[src/rtl/serial_adder_pkg.sv]
// Shared definitions for the serial adder: FSM state encoding and the
// default operand width, which the ripple-carry adder wrapper also uses.
package serial_adder_pkg;

  localparam int DEFAULT_WIDTH = 8;

  typedef enum logic {
    ST_IDLE = 1'b0,
    ST_RUN  = 1'b1
  } state_t;

endpackage

[src/rtl/full_adder_1bit.sv]
// Single-bit full adder cell; the only adding logic in the serial adder.
module full_adder_1bit (
  input  logic a,
  input  logic b,
  input  logic cin,
  output logic sum,
  output logic cout
);

  assign sum  = a ^ b ^ cin;
  assign cout = (a & b) | (cin & (a ^ b));

endmodule

[src/rtl/serial_adder.sv]
// Bit-serial adder: one full-adder cell plus a registered carry, LSB first.
// Produces {Cout,Sum} = A + B + Cin after WIDTH cycles with a one-cycle done.
// Optional macro SERIAL_ADDER_OVF_EN adds the registered signed Overflow output.
module serial_adder
  import serial_adder_pkg::*;
#(
  parameter int WIDTH = DEFAULT_WIDTH
) (
  input  logic             clk,
  input  logic             rst,
  input  logic             start,
  input  logic [WIDTH-1:0] A,
  input  logic [WIDTH-1:0] B,
  input  logic             Cin,
  output logic             busy,
  output logic             done,
  output logic [WIDTH-1:0] Sum,
  output logic             Cout
`ifdef SERIAL_ADDER_OVF_EN
  ,
  output logic             Overflow
`endif
);

  localparam int CW = $clog2(WIDTH);
  localparam logic [CW-1:0] LAST_BIT = CW'(WIDTH - 1);

  state_t state_reg, state_next;

  logic [WIDTH-1:0] a_reg, a_next;
  logic [WIDTH-1:0] b_reg, b_next;
  // Holds the WIDTH-1 sum bits produced so far; the final bit joins on completion.
  logic [WIDTH-2:0] res_reg, res_next;
  logic [WIDTH-1:0] sum_reg, sum_next;
  logic [CW-1:0]    cnt_reg, cnt_next;
  logic             carry_reg, carry_next;
  logic             cout_reg, cout_next;
  logic             done_reg, done_next;

  logic             fa_sum, fa_cout;
  logic             last_bit;
  logic [WIDTH-1:0] shifted_res;

  full_adder_1bit u_fa (
    .a    (a_reg[0]),
    .b    (b_reg[0]),
    .cin  (carry_reg),
    .sum  (fa_sum),
    .cout (fa_cout)
  );

  assign last_bit    = (state_reg == ST_RUN) && (cnt_reg == LAST_BIT);
  assign shifted_res = {fa_sum, res_reg};

  // Next-state and datapath decisions for the two-state controller.
  always_comb begin
    state_next = state_reg;
    a_next     = a_reg;
    b_next     = b_reg;
    res_next   = res_reg;
    sum_next   = sum_reg;
    cnt_next   = cnt_reg;
    carry_next = carry_reg;
    cout_next  = cout_reg;
    done_next  = 1'b0;

    case (state_reg)
      ST_IDLE: begin
        if (start) begin
          a_next     = A;
          b_next     = B;
          carry_next = Cin;
          cnt_next   = '0;
          state_next = ST_RUN;
        end
      end
      ST_RUN: begin
        a_next     = {1'b0, a_reg[WIDTH-1:1]};
        b_next     = {1'b0, b_reg[WIDTH-1:1]};
        res_next   = shifted_res[WIDTH-1:1];
        carry_next = fa_cout;
        if (last_bit) begin
          // Counter is left at its final value so it never wraps.
          sum_next   = shifted_res;
          cout_next  = fa_cout;
          done_next  = 1'b1;
          state_next = ST_IDLE;
        end else begin
          cnt_next = cnt_reg + CW'(1);
        end
      end
      default: state_next = ST_IDLE;
    endcase
  end

  // FSM state register.
  always_ff @(posedge clk) begin
    if (rst) begin
      state_reg <= ST_IDLE;
    end else begin
      state_reg <= state_next;
    end
  end

  // Operand/result shift registers, carry, counter and output registers.
  always_ff @(posedge clk) begin
    if (rst) begin
      a_reg     <= '0;
      b_reg     <= '0;
      res_reg   <= '0;
      sum_reg   <= '0;
      cnt_reg   <= '0;
      carry_reg <= 1'b0;
      cout_reg  <= 1'b0;
      done_reg  <= 1'b0;
    end else begin
      a_reg     <= a_next;
      b_reg     <= b_next;
      res_reg   <= res_next;
      sum_reg   <= sum_next;
      cnt_reg   <= cnt_next;
      carry_reg <= carry_next;
      cout_reg  <= cout_next;
      done_reg  <= done_next;
    end
  end

  assign busy = (state_reg == ST_RUN);
  assign done = done_reg;
  assign Sum  = sum_reg;
  assign Cout = cout_reg;

`ifdef SERIAL_ADDER_OVF_EN
  logic ovf_reg, ovf_next;

  // Signed overflow: carry into the MSB xor carry out of it, captured at completion.
  always_comb begin
    ovf_next = ovf_reg;
    if (last_bit) begin
      ovf_next = carry_reg ^ fa_cout;
    end
  end

  // Overflow output register, held like Sum.
  always_ff @(posedge clk) begin
    if (rst) begin
      ovf_reg <= 1'b0;
    end else begin
      ovf_reg <= ovf_next;
    end
  end

  assign Overflow = ovf_reg;
`endif

endmodule

[config.mk]
export PLATFORM = sky130hd
export DESIGN_NAME = serial_adder
export DESIGN_NICKNAME = d
export VERILOG_FILES = /design/src/rtl/serial_adder_pkg.sv /design/src/rtl/full_adder_1bit.sv /design/src/rtl/serial_adder.sv
export SDC_FILE = /design/constraint.sdc
export NUM_CORES = 1
export LEC_CHECK = 0
export CORE_AREA = 2 2 46 79
export DETAILED_ROUTE_END_ITERATION = 10
export DIE_AREA = 0 0 48 81
export PLACE_DENSITY = 0.78
export RECOVER_POWER = 25
export SLEW_MARGIN = 10
export SYNTH_ARGS = -nofsm -noshare
export SYNTH_HDL_FRONTEND = slang
export SYNTH_SLANG_ARGS = --single-unit
[constraint.sdc]
create_clock -name clk -period 3.3 [get_ports clk]
set_input_delay 0.66 -clock clk [delete_from_list [all_inputs] [get_ports clk]]
set_output_delay 0.66 -clock clk [all_outputs]
set_load 0.005 [all_outputs]
==> results of run 1 <==
==> where the power goes <==
part	internal, mW	leakage, nW	switching [mW]
Clock	0.211	0.0575	0.155
Combinational	0.0560	0.427	0.0443
Sequential	0.476	0.310	0.0104
==> metrics by stage <==
step | std cells | power [mW] | area (µm²) | hold slack, ns | worst slack (ns)
after CTS | 248 | 0.9668 | 2027 | 0.4595 | 1.030
after global placement | 240 | 0.5935 | 1917 | 0.4465 | 1.182
after global routing | 248 | 0.9954 | 2023 | 0.4877 | 0.5021
after detailed placement | 240 | 0.5980 | 1917 | 0.4495 | 1.187
after floorplan | 175 | 0.5668 | 1638 | 0.4312 | 1.862
final | 248 | 0.9524 | 2023 | 0.4565 | 0.6732
==> cell families (layout without fill, tap and decap cells) <==
group,Yosys count,in the layout,share of synthesized area
xor gates and xnor gates,1,1,0.005349
adders and majority gates,3,3,0.02750
DFF,38,38,0.4645
AOI/OAI and AO/OA,29,29,0.09167
and+or+nand+nor,63,63,0.1788
muxes,27,27,0.1658
buffers and inverters,14,42,0.06646
==> layout make-up <==
| type | instances | area [µm²] |
|---|---|---|
| Sequential cell | 38 | 760.7 |
| Tap cell | 45 | 56.30 |
| Timing Repair Buffer | 33 | 319.1 |
| Fill cell | 287 | 1305 |
| Multi-Input combinational cell | 123 | 768.2 |
| Inverter | 1 | 8.758 |
| Clock buffer | 8 | 110.1 |
==> cell usage in the layout, fill, tap and decap left out, types with 6 or more instances in the layout <==
master / synthesis / final
dfxtp_1: 38 / 38
nor2b_1: 9 / 9
mux2i_1: 26 / 26
a21oi_1: 12 / 12
clkdlybuf4s50_1: 0 / 28
clkbuf_8: 0 / 8
and2b_1: 6 / 6
nand2_1: 34 / 34
nor2_1: 9 / 9
o21ai_1: 6 / 6
o21ai_0: 9 / 9
==> per-layer routing <==
layer  GRT usage  share of wire
met4      0.1027          0.036
met2      0.2853           0.50
met1      0.1760           0.42
met5           0              0
met3     0.06667          0.045
==> worst max-delay path: cells and delay by family <==
family,cells,cell delay (ns)
buf+inv,2,1.55
compound gates,1,0.12
simple gates,1,0.16
mux,1,0.28
==> final timing paths <==
kind,slack [ns],endpoint
worst max-delay path,0.67,a_reg[5]
worst min-delay path,0.46,Sum[0]
worst max register to register,1.78,Sum[6]
worst min register to register,0.46,Sum[0]
==> qor.yml, run 1 <==
status: "finished, final reports clean"
antenna_cells: 0
rows: 28
gp_congestion: 0.6999
max_freq_mhz: 380.7
synth_area_per_cell_um2: 9.359
synth_cells: 175
relSlewSlack: 0.06420
synth_area_leaders: "dfxtp_1 46%, mux2i_1 16%, nand2_1 7.8%"
cts_made_buffers: 5
drv_cap: 0
ys_seq_area_frac: 0.4645
area_delta_synth_final_pct: 23.53
startpoint_type: "primary input"
drive_gt1_frac: 0.06404
synth_top_area_cell: "dfxtp_1"
firstDrtPassIters: 3
slowest_stage: "clkbuf_1"
place_hpwl_mm: 2.125
cp.required_ns: 3.45
antenna_found_initial: 0
clk_latency_ns: 0.29
timing.rr.start: "cnt_reg[0]"
synthesis.nets: 198
period_share: 0.7960
grt_pass1_vias: 1211
grt_overflow: 0
peakVddDrop_mv: 0.3011
nNetsFinal: 225
cts_buffer_depth: 2
reg2regPathDepth: 5
num_io_pins: 31
final.setup.tns_ns: 0
ant_nets: 0
path_max_fanout: 19
post_cts.repair.setup_buffers: 0
synth_common_cells: "38 x dfxtp_1, 34 x nand2_1, 26 x mux2i_1"
syn_area_um2: 1638
routed_wl_mm: 3.022
cp_data_arrival_time_ns: 2.78
drc: 0
die-area_um2: 3888
rsz0062_at_grt: "false"
yosysMostFrequentCell: "dfxtp_1"
core_area_um2: 3328
slew_violations: 0
ys_ff_latch: 38
die_w_um: 48
path_clk_slew_ns: 0.07
slowest_delay_ns: 1.02
cts_hold_buf: 0
report.final.hold_viol_count: 0
drt_iter0_markers: 18
yosysWarnings: 0
synth-edff-count: 0
initial_core_util: 0.4921
crit_path_cell_trace: "dlygate4sd3_1, clkbuf_1, mux2i_1, o21ai_0, nor2b_1"
wire_per_inst_um: 12.19
htreeDepth: 2
critical_path_class: "primary input to flop"
ys_dominant_reg_cell: "dfxtp_1"
cts_tree: "done"
synth_top_area_frac: 0.4645
fin_crit_ns: 2.627
crit_start: "start"
cts-root-buf: "clkbuf_8"
synth_cell_types: 25
grt_pass1_wl_mm: 4.809
whs_path_depth: 2
setup-violations-final: 0
ctsResizeCount: 0
via_per_inst: 4.851
clock-sinks: 38
powerDensity_nw_per_um2: 470.7
min_from: "Sum[0]"
p_leak_nw: 0.7937
tightest_slew_ns: 1.404
finClkSkew_ns: 0.005056
grt_use_total: 0.1739
final_util: 0.6079
synthArstFlopShare: 0
vias: 1203
critPathCaptureType: "flop"
hp-class: "flop to flop"
grt_start_max_net_pins: 50
die_y_um: 81
port_buffers: 30
No activity file was read; power rests on OpenSTA's default activity.
==> run 2, diff against run 1 <==
--- a/config.mk
+++ b/config.mk
@@ -5,10 +5,10 @@
 export SDC_FILE = /design/constraint.sdc
 export NUM_CORES = 1
 export LEC_CHECK = 0
-export CORE_AREA = 2 2 46 79
+export CORE_AREA = 2 2 46 80
 export DETAILED_ROUTE_END_ITERATION = 10
-export DIE_AREA = 0 0 48 81
-export PLACE_DENSITY = 0.78
+export DIE_AREA = 0 0 48 82
+export PLACE_DENSITY = 0.77
 export RECOVER_POWER = 25
 export SLEW_MARGIN = 10
 export SYNTH_ARGS = -nofsm -noshare
==> constraint.sdc (replaced) <==
create_clock -name clk -period 2.5 [get_ports clk]
set_input_delay 0.5 -clock clk [delete_from_list [all_inputs] [get_ports clk]]
set_output_delay 0.5 -clock clk [all_outputs]
set_load 0.005 [all_outputs]
==> run 2 against run 1 <==
Design area up 0.19%. Core utilization up 0.11 points. Worst setup slack better by 0.13 ns. Critical path type unchanged.
==> qor.yml, run 2 (synthesis results as in run 1) <==
grt_pass1_vias: 1120  # -7.5%
final.setup.tns_ns: 0  # unchanged
reg2regPathDepth: 5  # unchanged
peakVddDrop_mv: 0.4777  # +59%
core_area_um2: 3328  # unchanged
cp.required_ns: 2.68  # -0.77 ns
grt_start_max_net_pins: 49  # -2.0%
finalPower_mw: 1.291  # +36%
die_w_um: 48  # unchanged
path_max_fanout: 38  # +19
path_clk_slew_ns: 0.07  # about the same
place_hpwl_mm: 2.025  # -4.7%
crit_path_end: "a_reg[4]"
critPathCaptureType: "flop"
crit_cells: 3  # -2
max_freq_mhz: 590.7
clk_latency_ns: 0.28  # about the same
area_delta_synth_final_pct: 23.76
rr_endpoint: "Sum[4]"
critical_path_class: "primary input to flop"
final_common_cell: "dfxtp_1"
initial_core_util: 0.4921  # unchanged
ctsResizeCount: 0  # unchanged
antenna_found_initial: 0  # unchanged
die_y_um: 82  # +1.2%
fin_crit_ns: 1.693
whs_path_depth: 2  # unchanged
cts_made_buffers: 5  # unchanged
crit_family: "buffers and inverters"
tightest_slew_ns: 0.7027  # -0.7010 ns
n_fill_cell: 279  # -2.8%
gp_congestion: 0.7265  # +3.8%
rrSetupSlack_ns: 1.00  # -0.78 ns
slowest_delay_ns: 0.56  # -0.46 ns
status: "finished, final reports clean"
startpoint_type: "primary input"
cts_hold_buf: 0  # unchanged
crit_path_cell_trace: "dlygate4sd3_1, clkbuf_2, and2b_1"
post_cts.repair.setup_buffers: 0  # unchanged
final_util: 0.6090  # +0.001128
drc: 0  # unchanged
p_leak_nw: 0.7962  # +0.31%
cts-root-buf: "clkbuf_8"
powerDensity_nw_per_um2: 636.7  # +35%
num_io_pins: 31  # unchanged
port_buffers: 30  # unchanged
drv_cap: 0  # unchanged
wire_per_inst_um: 11.98  # -1.7%
final_cell_mix: "38 x dfxtp_1, 34 x nand2_1, 29 x clkdlybuf4s50_1"
report.final.hold_viol_count: 0  # unchanged
antenna_cells: 0  # unchanged
clock-sinks: 38  # unchanged
cts_tree: "done"
vias: 1201  # -0.17%
timing.rr.start: "cnt_reg[0]"
grt_overflow: 0  # unchanged
die-area_um2: 3936  # +1.2%
cp_data_arrival_time_ns: 1.87  # -0.91 ns
routed_wl_mm: 2.959  # -2.1%
period_share: 0.6772
hp-class: "flop to flop"
crit_start: "rst"
via_per_inst: 4.862  # +0.24%
rows: 28  # unchanged
grt_use_total: 0.1605  # -0.01346
ant_nets: 0  # unchanged
nNetsFinal: 225  # unchanged
firstDrtPassIters: 4  # +1
drive_gt1_frac: 0.06436  # +0.0003170
finClkSkew_ns: 0.005399  # +0.0003426 ns
drt_iter0_markers: 21  # +3
grt_pass1_wl_mm: 4.547  # -5.4%
cts_buffer_depth: 2  # unchanged
relSlewSlack: 0.5316  # +0.4674
slowest_stage: "clkbuf_2"
setup-violations-final: 0  # unchanged
rsz0062_at_grt: "false"
htreeDepth: 2  # unchanged
critPathBufInv: 2  # unchanged
slew_violations: 0  # unchanged
-- run 2: through the flow --
| stage | hold slack, ns | worst slack (ns) | cells | instance area [µm²] |
|---|---|---|---|---|
| after floorplan | 0.4312 | 1.171 | 175 | 1638 |
| after global placement | 0.4469 | 0.6661 | 240 | 1917 |
| after detailed placement | 0.4500 | 0.6001 | 240 | 1917 |
| after CTS | 0.4627 | 0.8424 | 247 | 2029 |
| after global routing | 0.4768 | 0.7248 | 247 | 2027 |
| final | 0.4572 | 0.8071 | 247 | 2027 |
-- run 2: metal layers --
metal | wire length (µm) | up-vias | GRT usage
met2 | 1463 | 27 | 0.2693
met5 | 0 | - | 0
met3 | 128 | 5 | 0.03956
met1 | 1321 | 535 | 0.1816
met4 | 46 | 0 | 0.07297
li1 | - | 634 | -
-- run 2: tightest hold or removal path, stage by stage (launching register included) --
cell and delay, ns:
dfxtp_1 0.31, nand2_1 0.05, a21oi_1 0.05
-- run 2: worst min path at each step --
stage	start	to
6_report	Sum[5]	Sum[5]
5_1_grt	Sum[5]	Sum[5]
4_1_cts	Sum[5]	Sum[5]
3_5_place_dp	res_reg[0]	Sum[0]
3_3_place_gp	Sum[3]	Sum[3]
2_1_floorplan	res_reg[0]	Sum[0]
-- run 2: where the power goes --
part / total (mW) / switching, mW / internal [mW]
registers: 0.642 / 0.0137 / 0.628
logic: 0.132 / 0.0586 / 0.0731
clock network: 0.517 / 0.198 / 0.319
total: 1.29 / 0.270 / 1.02
-- run 2: area by class of cell --
class,count,area [µm²],area share
clock buffer,6,82.58,0.04074
clock inverter,1,30.03,0.01481
inverter,1,8.758,0.004321
multi-input combinational,123,768.2,0.3790
sequential,38,760.7,0.3753
tap,45,56.30,0.02778
timing repair buffer,33,320.3,0.1580
